--- config.mk ---
export PLATFORM = sky130hd
export DESIGN_NAME = cnn_layer_sequencer
export DESIGN_NICKNAME = d
export VERILOG_FILES = /design/src/rtl/cnn_layer_sequencer.sv
export SDC_FILE = /design/constraint.sdc
export NUM_CORES = 2
export LEC_CHECK = 0
export BUFFER_PORTS_ARGS = -buffer_cell sky130_fd_sc_hd__buf_2
export CAP_MARGIN = 20
export CORE_MARGIN = 3
export CORE_UTILIZATION = 65
export DETAILED_ROUTE_END_ITERATION = 6
export GPL_TIMING_DRIVEN = 0
export PLACE_DENSITY = 0.87
export SLEW_MARGIN = 15
export SYNTH_ARGS = -nofsm -noshare
export SYNTH_HDL_FRONTEND = slang
export SYNTH_SLANG_ARGS = --single-unit
--- constraint.sdc ---
create_clock -name clk -period 16.9 [get_ports clk]
set_clock_uncertainty 0.1 [all_clocks]
set_input_delay 1.69 -clock clk [delete_from_list [all_inputs] [get_ports clk]]
set_output_delay 1.69 -clock clk [all_outputs]
set_load 0.02 [all_outputs]
--- src/rtl/cnn_layer_sequencer.sv ---
// Network-level CNN layer sequencer: reads a layer descriptor list over a DMA req/ack port and
// issues one conv/pool job per layer, tracking feature-map geometry and ping-pong buffer bases.
module cnn_layer_sequencer #(
    parameter int ADDR_W        = 20,
    parameter int DATA_W        = 16,
    parameter int MAX_LAYERS    = 16,
    parameter int INIT_IMG_SIZE = 32,
    parameter int INIT_CH       = 1
) (
    input  logic              clk,
    input  logic              reset,
    input  logic              start,
    input  logic              abort,
    input  logic [ADDR_W-1:0] desc_base,
    input  logic [ADDR_W-1:0] buf_a_base,
    input  logic [ADDR_W-1:0] buf_b_base,
    output logic              dma_req,
    output logic [ADDR_W-1:0] dma_addr,
    output logic [1:0]        dma_len,
    input  logic              dma_ack,
    input  logic [DATA_W-1:0] dma_d0,
    input  logic [DATA_W-1:0] dma_d1,
    input  logic [DATA_W-1:0] dma_d2,
    output logic              job_valid,
    input  logic              job_ready,
    output logic              job_type,
    output logic [ADDR_W-1:0] job_in_addr,
    output logic [ADDR_W-1:0] job_out_addr,
    output logic [ADDR_W-1:0] job_wt_addr,
    output logic [DATA_W-1:0] job_img_size,
    output logic [DATA_W-1:0] job_in_ch,
    output logic [DATA_W-1:0] job_k,
    output logic [DATA_W-1:0] job_nf,
    input  logic              job_done,
    output logic              busy,
    output logic [DATA_W-1:0] layer_idx,
    output logic              done,
    output logic              error,
    output logic [2:0]        err_code,
    output logic [DATA_W-1:0] out_size,
    output logic [DATA_W-1:0] out_ch,
    output logic [3:0]        stateDbg
);

    typedef enum logic [3:0] {
        IDLE, FCNT, CHECKN, FHDR, VALID, ISSUE, RUN, NEXT, DONE, ERR
    } state_t;

    state_t state, nextState;

    logic [ADDR_W-1:0] descBaseR, ptr, bufIn, bufOut;
    logic [DATA_W-1:0] nLayers, hdrType, hdrK, hdrF, curSize, curCh;
    logic [2:0]        vErr;
    logic              isConv;
    logic [ADDR_W-1:0] fA, kA, fkk;

    assign stateDbg = state;
    assign isConv   = (hdrType == DATA_W'(1));
    assign fA       = ADDR_W'(hdrF);
    assign kA       = ADDR_W'(hdrK);
    assign fkk      = fA * kA * kA;

    // Descriptor checks, first failing rule wins.
    always_comb begin
        vErr = 3'd0;
        if (hdrType > DATA_W'(1)) begin
            vErr = 3'd2;
        end else if (isConv) begin
            if (hdrK == '0 || !hdrK[0] || hdrK > curSize) vErr = 3'd3;
            else if (hdrF == '0)                           vErr = 3'd4;
        end else if (curSize < DATA_W'(2)) begin
            vErr = 3'd5;
        end
    end

    always_ff @(posedge clk) begin
        if (reset) state <= IDLE;
        else       state <= nextState;
    end

    // Handshakes: dma_req holds with addr/len stable until a cycle with dma_ack=1, which
    // completes the read; job_valid holds with all job fields stable until a cycle with
    // job_ready=1, which transfers the job. Neither request is withdrawn except by reset/abort.
    always_comb begin
        nextState = state;
        dma_req   = 1'b0;
        dma_addr  = '0;
        dma_len   = 2'd0;
        job_valid = 1'b0;
        busy      = 1'b1;
        done      = 1'b0;
        error     = 1'b0;
        case (state)
            IDLE: begin
                busy = 1'b0;
                if (start) nextState = FCNT;
            end
            FCNT: begin
                dma_req  = 1'b1;
                dma_addr = descBaseR;
                dma_len  = 2'd1;
                if (dma_ack) nextState = CHECKN;
            end
            CHECKN: begin
                if (nLayers == '0)                        nextState = DONE;
                else if (nLayers > DATA_W'(MAX_LAYERS))   nextState = ERR;
                else                                      nextState = FHDR;
            end
            FHDR: begin
                dma_req  = 1'b1;
                dma_addr = ptr;
                dma_len  = 2'd3;
                if (dma_ack) nextState = VALID;
            end
            VALID:   nextState = (vErr != 3'd0) ? ERR : ISSUE;
            ISSUE: begin
                job_valid = 1'b1;
                if (job_ready) nextState = RUN;
            end
            RUN:     if (job_done) nextState = NEXT;
            NEXT:    nextState = (layer_idx == nLayers) ? DONE : FHDR;
            DONE: begin
                busy = 1'b0;
                done = 1'b1;
                if (start) nextState = FCNT;
            end
            ERR: begin
                busy  = 1'b0;
                error = 1'b1;
                if (start) nextState = FCNT;
            end
            default: nextState = IDLE;
        endcase
        if (abort) nextState = IDLE;
    end

    always_ff @(posedge clk) begin
        if (reset || abort) begin
            descBaseR    <= '0;
            ptr          <= '0;
            bufIn        <= '0;
            bufOut       <= '0;
            nLayers      <= '0;
            hdrType      <= '0;
            hdrK         <= '0;
            hdrF         <= '0;
            curSize      <= DATA_W'(INIT_IMG_SIZE);
            curCh        <= DATA_W'(INIT_CH);
            layer_idx    <= '0;
            err_code     <= 3'd0;
            out_size     <= '0;
            out_ch       <= '0;
            job_type     <= 1'b0;
            job_in_addr  <= '0;
            job_out_addr <= '0;
            job_wt_addr  <= '0;
            job_img_size <= '0;
            job_in_ch    <= '0;
            job_k        <= '0;
            job_nf       <= '0;
        end else begin
            case (state)
                IDLE, DONE, ERR: begin
                    if (start) begin
                        descBaseR <= desc_base;
                        bufIn     <= buf_a_base;
                        bufOut    <= buf_b_base;
                        curSize   <= DATA_W'(INIT_IMG_SIZE);
                        curCh     <= DATA_W'(INIT_CH);
                        layer_idx <= '0;
                        err_code  <= 3'd0;
                    end
                end
                FCNT: begin
                    if (dma_ack) begin
                        nLayers <= dma_d0;
                        ptr     <= descBaseR + ADDR_W'(1);
                    end
                end
                CHECKN: begin
                    if (nLayers != '0 && nLayers > DATA_W'(MAX_LAYERS)) err_code <= 3'd1;
                end
                FHDR: begin
                    if (dma_ack) begin
                        hdrType <= dma_d0;
                        hdrK    <= dma_d1;
                        hdrF    <= dma_d2;
                    end
                end
                VALID: begin
                    if (vErr != 3'd0) begin
                        err_code <= vErr;
                    end else begin
                        job_type     <= isConv;
                        job_in_addr  <= bufIn;
                        job_out_addr <= bufOut;
                        job_wt_addr  <= isConv ? ptr + ADDR_W'(3) : '0;
                        job_img_size <= curSize;
                        job_in_ch    <= curCh;
                        job_k        <= isConv ? hdrK : DATA_W'(2);
                        job_nf       <= isConv ? hdrF : curCh;
                    end
                end
                RUN: begin
                    // Geometry advances only once the engine reports the layer finished.
                    if (job_done) begin
                        if (isConv) begin
                            curSize <= curSize - (hdrK >> 1) - (hdrK >> 1);
                            curCh   <= hdrF;
                            ptr     <= ptr + ADDR_W'(3) + fkk;
                        end else begin
                            curSize <= curSize >> 1;
                            ptr     <= ptr + ADDR_W'(1);
                        end
                        bufIn     <= bufOut;
                        bufOut    <= bufIn;
                        layer_idx <= layer_idx + DATA_W'(1);
                    end
                end
                default: ;
            endcase
            if (nextState == DONE && state != DONE) begin
                out_size <= curSize;
                out_ch   <= curCh;
            end
        end
    end

endmodule

==> flow_metrics.py <==
metrics = {
    "worst_hold_path": {
        "hold_path_class": "reg -> reg",
        "hold_start": "job_in_addr[17]",
        "hold_depth": 2,
        "whs_endpoint": "job_in_addr[17]",
    },
    "route": {
        "wl_per_cell_um": 21.9,
        "routed_wl_um": 98600,
        "drc_errors": 10,
        "vias": 27400,
        "drt_first_iter_violations": 3204,
        "first_pass_iters": 7,
        "top_layer_used": "met5",
        "route.met2.wl_um": 43700,
        "wl_met1_um": 35100,
        "routed_via_density": 6.09,
        "antenna_left": 0,
        "wl_met3_um": 12900,
    },
    "timing": {
        "fin_crit_ns": 12.93,
        "rsz0062_at_grt": "false",
        "period_share": 0.765,
        "setup_violations": 0,
        "setup_tns_ns": 0,
        "worstMarginPinSlew_ns": 1.19,
        "max_freq_mhz": 77.3,
        "max_slew_margin": 0.202,
        "slew_violations": 0,
        "hold_violations": 0,
    },
    "job": {
        "drv_cap": 0,
    },
    "status": {
        "status": "finished with violations",
        "violations": "DRC",
    },
    "worst_setup_path": {
        "r2r_setup_slack_ns": 3.97,
        "critPathMaxFanout": 10,
        "r2r_start": "hdrK[1]",
        "arrival_ns": 13.21,
        "path_common_cell": "fa_1",
        "cp-start-kind": "flip-flop",
        "worst_path_max_delay_cell": "clkbuf_1",
        "cpPeakStageDelay_ns": 0.77,
        "worstReg2RegEnd": "ptr[19]",
        "crit_type": "reg -> reg",
        "r2r.worst_path.cells": 35,
        "crit_path_end_kind": "flip-flop",
        "cp_data_required_time_ns": 17.18,
    },
    "power_and_ir_drop": {
        "power_uw": 1820,
        "p_leak_uw": 0.0132,
        "max-vdd-ir-drop_mv": 0.0790,
        "p_per_area_mw_per_mm2": 56.7,
    },
    "yosys": {
        "yosys_register_bits": 356,
        "async_flop_share": 0,
        "synth_cell_types": 72,
        "syn_area_per_cell_um2": 8.07,
        "yosys_warnings": 0,
        "synth_fa_ha_area_frac": 0.265,
        "yosys.area_share.simple": 0.209,
        "syn_inst": 3524,
        "ys.flop_type": "dfxtp_1",
        "synth-compound-area-share": 0.107,
        "synth.yosys.seq_area_share": 0.251,
        "synthMuxAreaShare": 0.0261,
        "synth_top_family_by_area": "adder cells",
        "synthXorXnorAreaFrac": 0.0549,
        "synth-edff-count": 0,
        "synthesis.nets": 4071,
        "syn_area_mm2": 0.0284,
    },
    "clocking": {
        "clockBufferDepth": 3,
        "cts.sinks": 356,
        "path_clk_slew_ns": 0.07,
        "ctsRootBufferMaster": "clkbuf_16",
        "worstSkewPairLatency_ns": 0.55,
        "cts_tree": "done",
        "htreeDepth": 2,
        "cts_buffers": 36,
        "cts_resized": 0,
        "postCtsSetupBuffers": 0,
        "hold_buffers": 0,
    },
    "layout": {
        "multiInputGateArea_mm2": 0.0189,
        "drive_gt1_frac": 0.105,
        "area_growth_pct": 12.8,
        "nFillCells": 3293,
        "register_area_mm2": 0.00713,
        "final-instance-count-excl-fill": 4498,
        "layout.nets": 4430,
        "mostFrequentLayoutCells": "778 x nand2_1, 420 x inv_1, 356 x dfxtp_1, 327 x buf_2, 301 x a21oi_1",
        "final_common_cell": "nand2_1",
    },
    "global_route": {
        "grt_pass1_vias": 27000,
        "grt_antenna_before_repair": 10,
        "grt_max_degree": 16,
        "grt_pass1_wl_um": 151000,
        "grt_use_total": 0.417,
        "overflow": 0,
    },
    "place": {
        "dp_hpwl_um": 75500,
        "place_inst": 4430,
        "io_buffer_count": 321,
        "gp_congestion": 1.01,
    },
    "die": {
        "die_w_um": 215,
        "start_util": 0.659,
        "std_cell_rows": 76,
        "ios": 322,
        "die_h_um": 215,
        "fp.dieArea_mm2": 0.0463,
        "core-area_mm2": 0.0432,
    },
}
==> power by group <==
group | switching [µW] | leakage [µW] | total [µW] | internal, µW
clock | 360 | 0.000627 | 880 | 520
combinational | 59.8 | 0.00970 | 85.4 | 25.6
sequential | 7.06 | 0.00287 | 853 | 845
==> registers in the layout (all words and copies together) (netlist names), 20 cells and up <==
register / count
bufIn: 20
bufOut: 20
job_in_addr: 20
ptr: 20
job_wt_addr: 20
job_out_addr: 20
descBaseR: 20
==> routing by layer <==
layer / track usage / vias up
met5: 0 / -
met4: 0.231 / 12
met3: 0.123 / 482
met2: 0.657 / 1999
met1: 0.515 / 13000
li1: - / 11900
==> cells in the mapped netlist, types with 3 or more instances <==
cell type	count	share of area
o211ai_1	31	0.0082
nor2b_1	8	0.0018
a22o_1	20	0.0062
xnor2_1	117	0.036
buf_1	11	0.0015
and2_1	195	0.043
xor2_1	48	0.015
o21ai_0	35	0.0062
a2111oi_0	3	0.00092
xnor3_1	3	0.0024
a22oi_1	12	0.0032
nor2_1	138	0.018
nand2_1	778	0.10
buf_4	3	0.00079
mux2i_1	73	0.026
o41ai_1	4	0.0012
a211oi_1	44	0.012
buf_2	6	0.0011
o2111ai_1	3	0.00092
o21bai_1	9	0.0024
inv_1	420	0.055
clkbuf_1	208	0.027
or3_1	23	0.0051
a21oi_1	301	0.053
o21ai_1	10	0.0018
nand2b_1	17	0.0037
fa_1	285	0.20
o21a_1	6	0.0016
dfxtp_1	356	0.25
nor4_1	18	0.0040
nor3_1	22	0.0039
a31oi_1	3	0.00066
and3_1	24	0.0053
a21o_1	11	0.0029
nand3_1	68	0.012
ha_1	147	0.065
nand4_1	20	0.0044
==> worst max-delay path: cells and delay by family (launching register included) <==
family | cells | cell delay, ns
compound gates | 5 | 0.78
xor+xnor | 10 | 2.58
fa+ha+maj | 13 | 6.58
buf+inv | 3 | 1.44
flops | 1 | 0.48
simple gates | 4 | 0.79
==> layout make-up <==
cell class                      count  area share
Tap cell                          585      0.0228
Multi-Input combinational cell   2518       0.588
Sequential cell                   356       0.222
Buffer                            230      0.0278
Clock buffer                       51      0.0333
Clock inverter                     12     0.00644
Timing Repair Buffer              321      0.0501
Antenna cell                        5    0.000390
Inverter                          420      0.0491
==> stage by stage <==
stage | hold WS, ns | worst slack (ns) | utilization | area [µm²]
CTS | 0.349 | 4.27 | 0.743 | 32100
global route | 0.371 | 3.71 | 0.743 | 32100
finish | 0.347 | 3.97 | 0.743 | 32100
detailed placement | 0.340 | 4.35 | 0.713 | 30800
floorplan | 0.336 | 6.45 | - | 28400
global placement | 0.336 | 4.44 | 0.713 | 30800
==> cells by family after synthesis <==
kind of cell | after synthesis
XOR/XNOR | 171
adder cells (fa/ha/maj) | 432
AND/OR/NAND/NOR | 1328
buffers and inverters | 650
multiplexers | 74
AO/OA/AOI/OAI | 513
flip-flops | 356
==> how the worst max path moves through the flow <==
stage                  from  endpoint  slack [ns]  cells past startpoint
floorplan           hdrK[5]   ptr[19]        6.45                     35
global placement    hdrK[5]   ptr[19]        4.44                     35
detailed placement  hdrK[1]   ptr[19]        4.35                     35
CTS                 hdrK[5]   ptr[19]        4.27                     35
global route        hdrK[1]   ptr[19]        3.71                     35
finish              hdrK[1]   ptr[19]        3.97                     35
(Power assumes the default switching activity.)
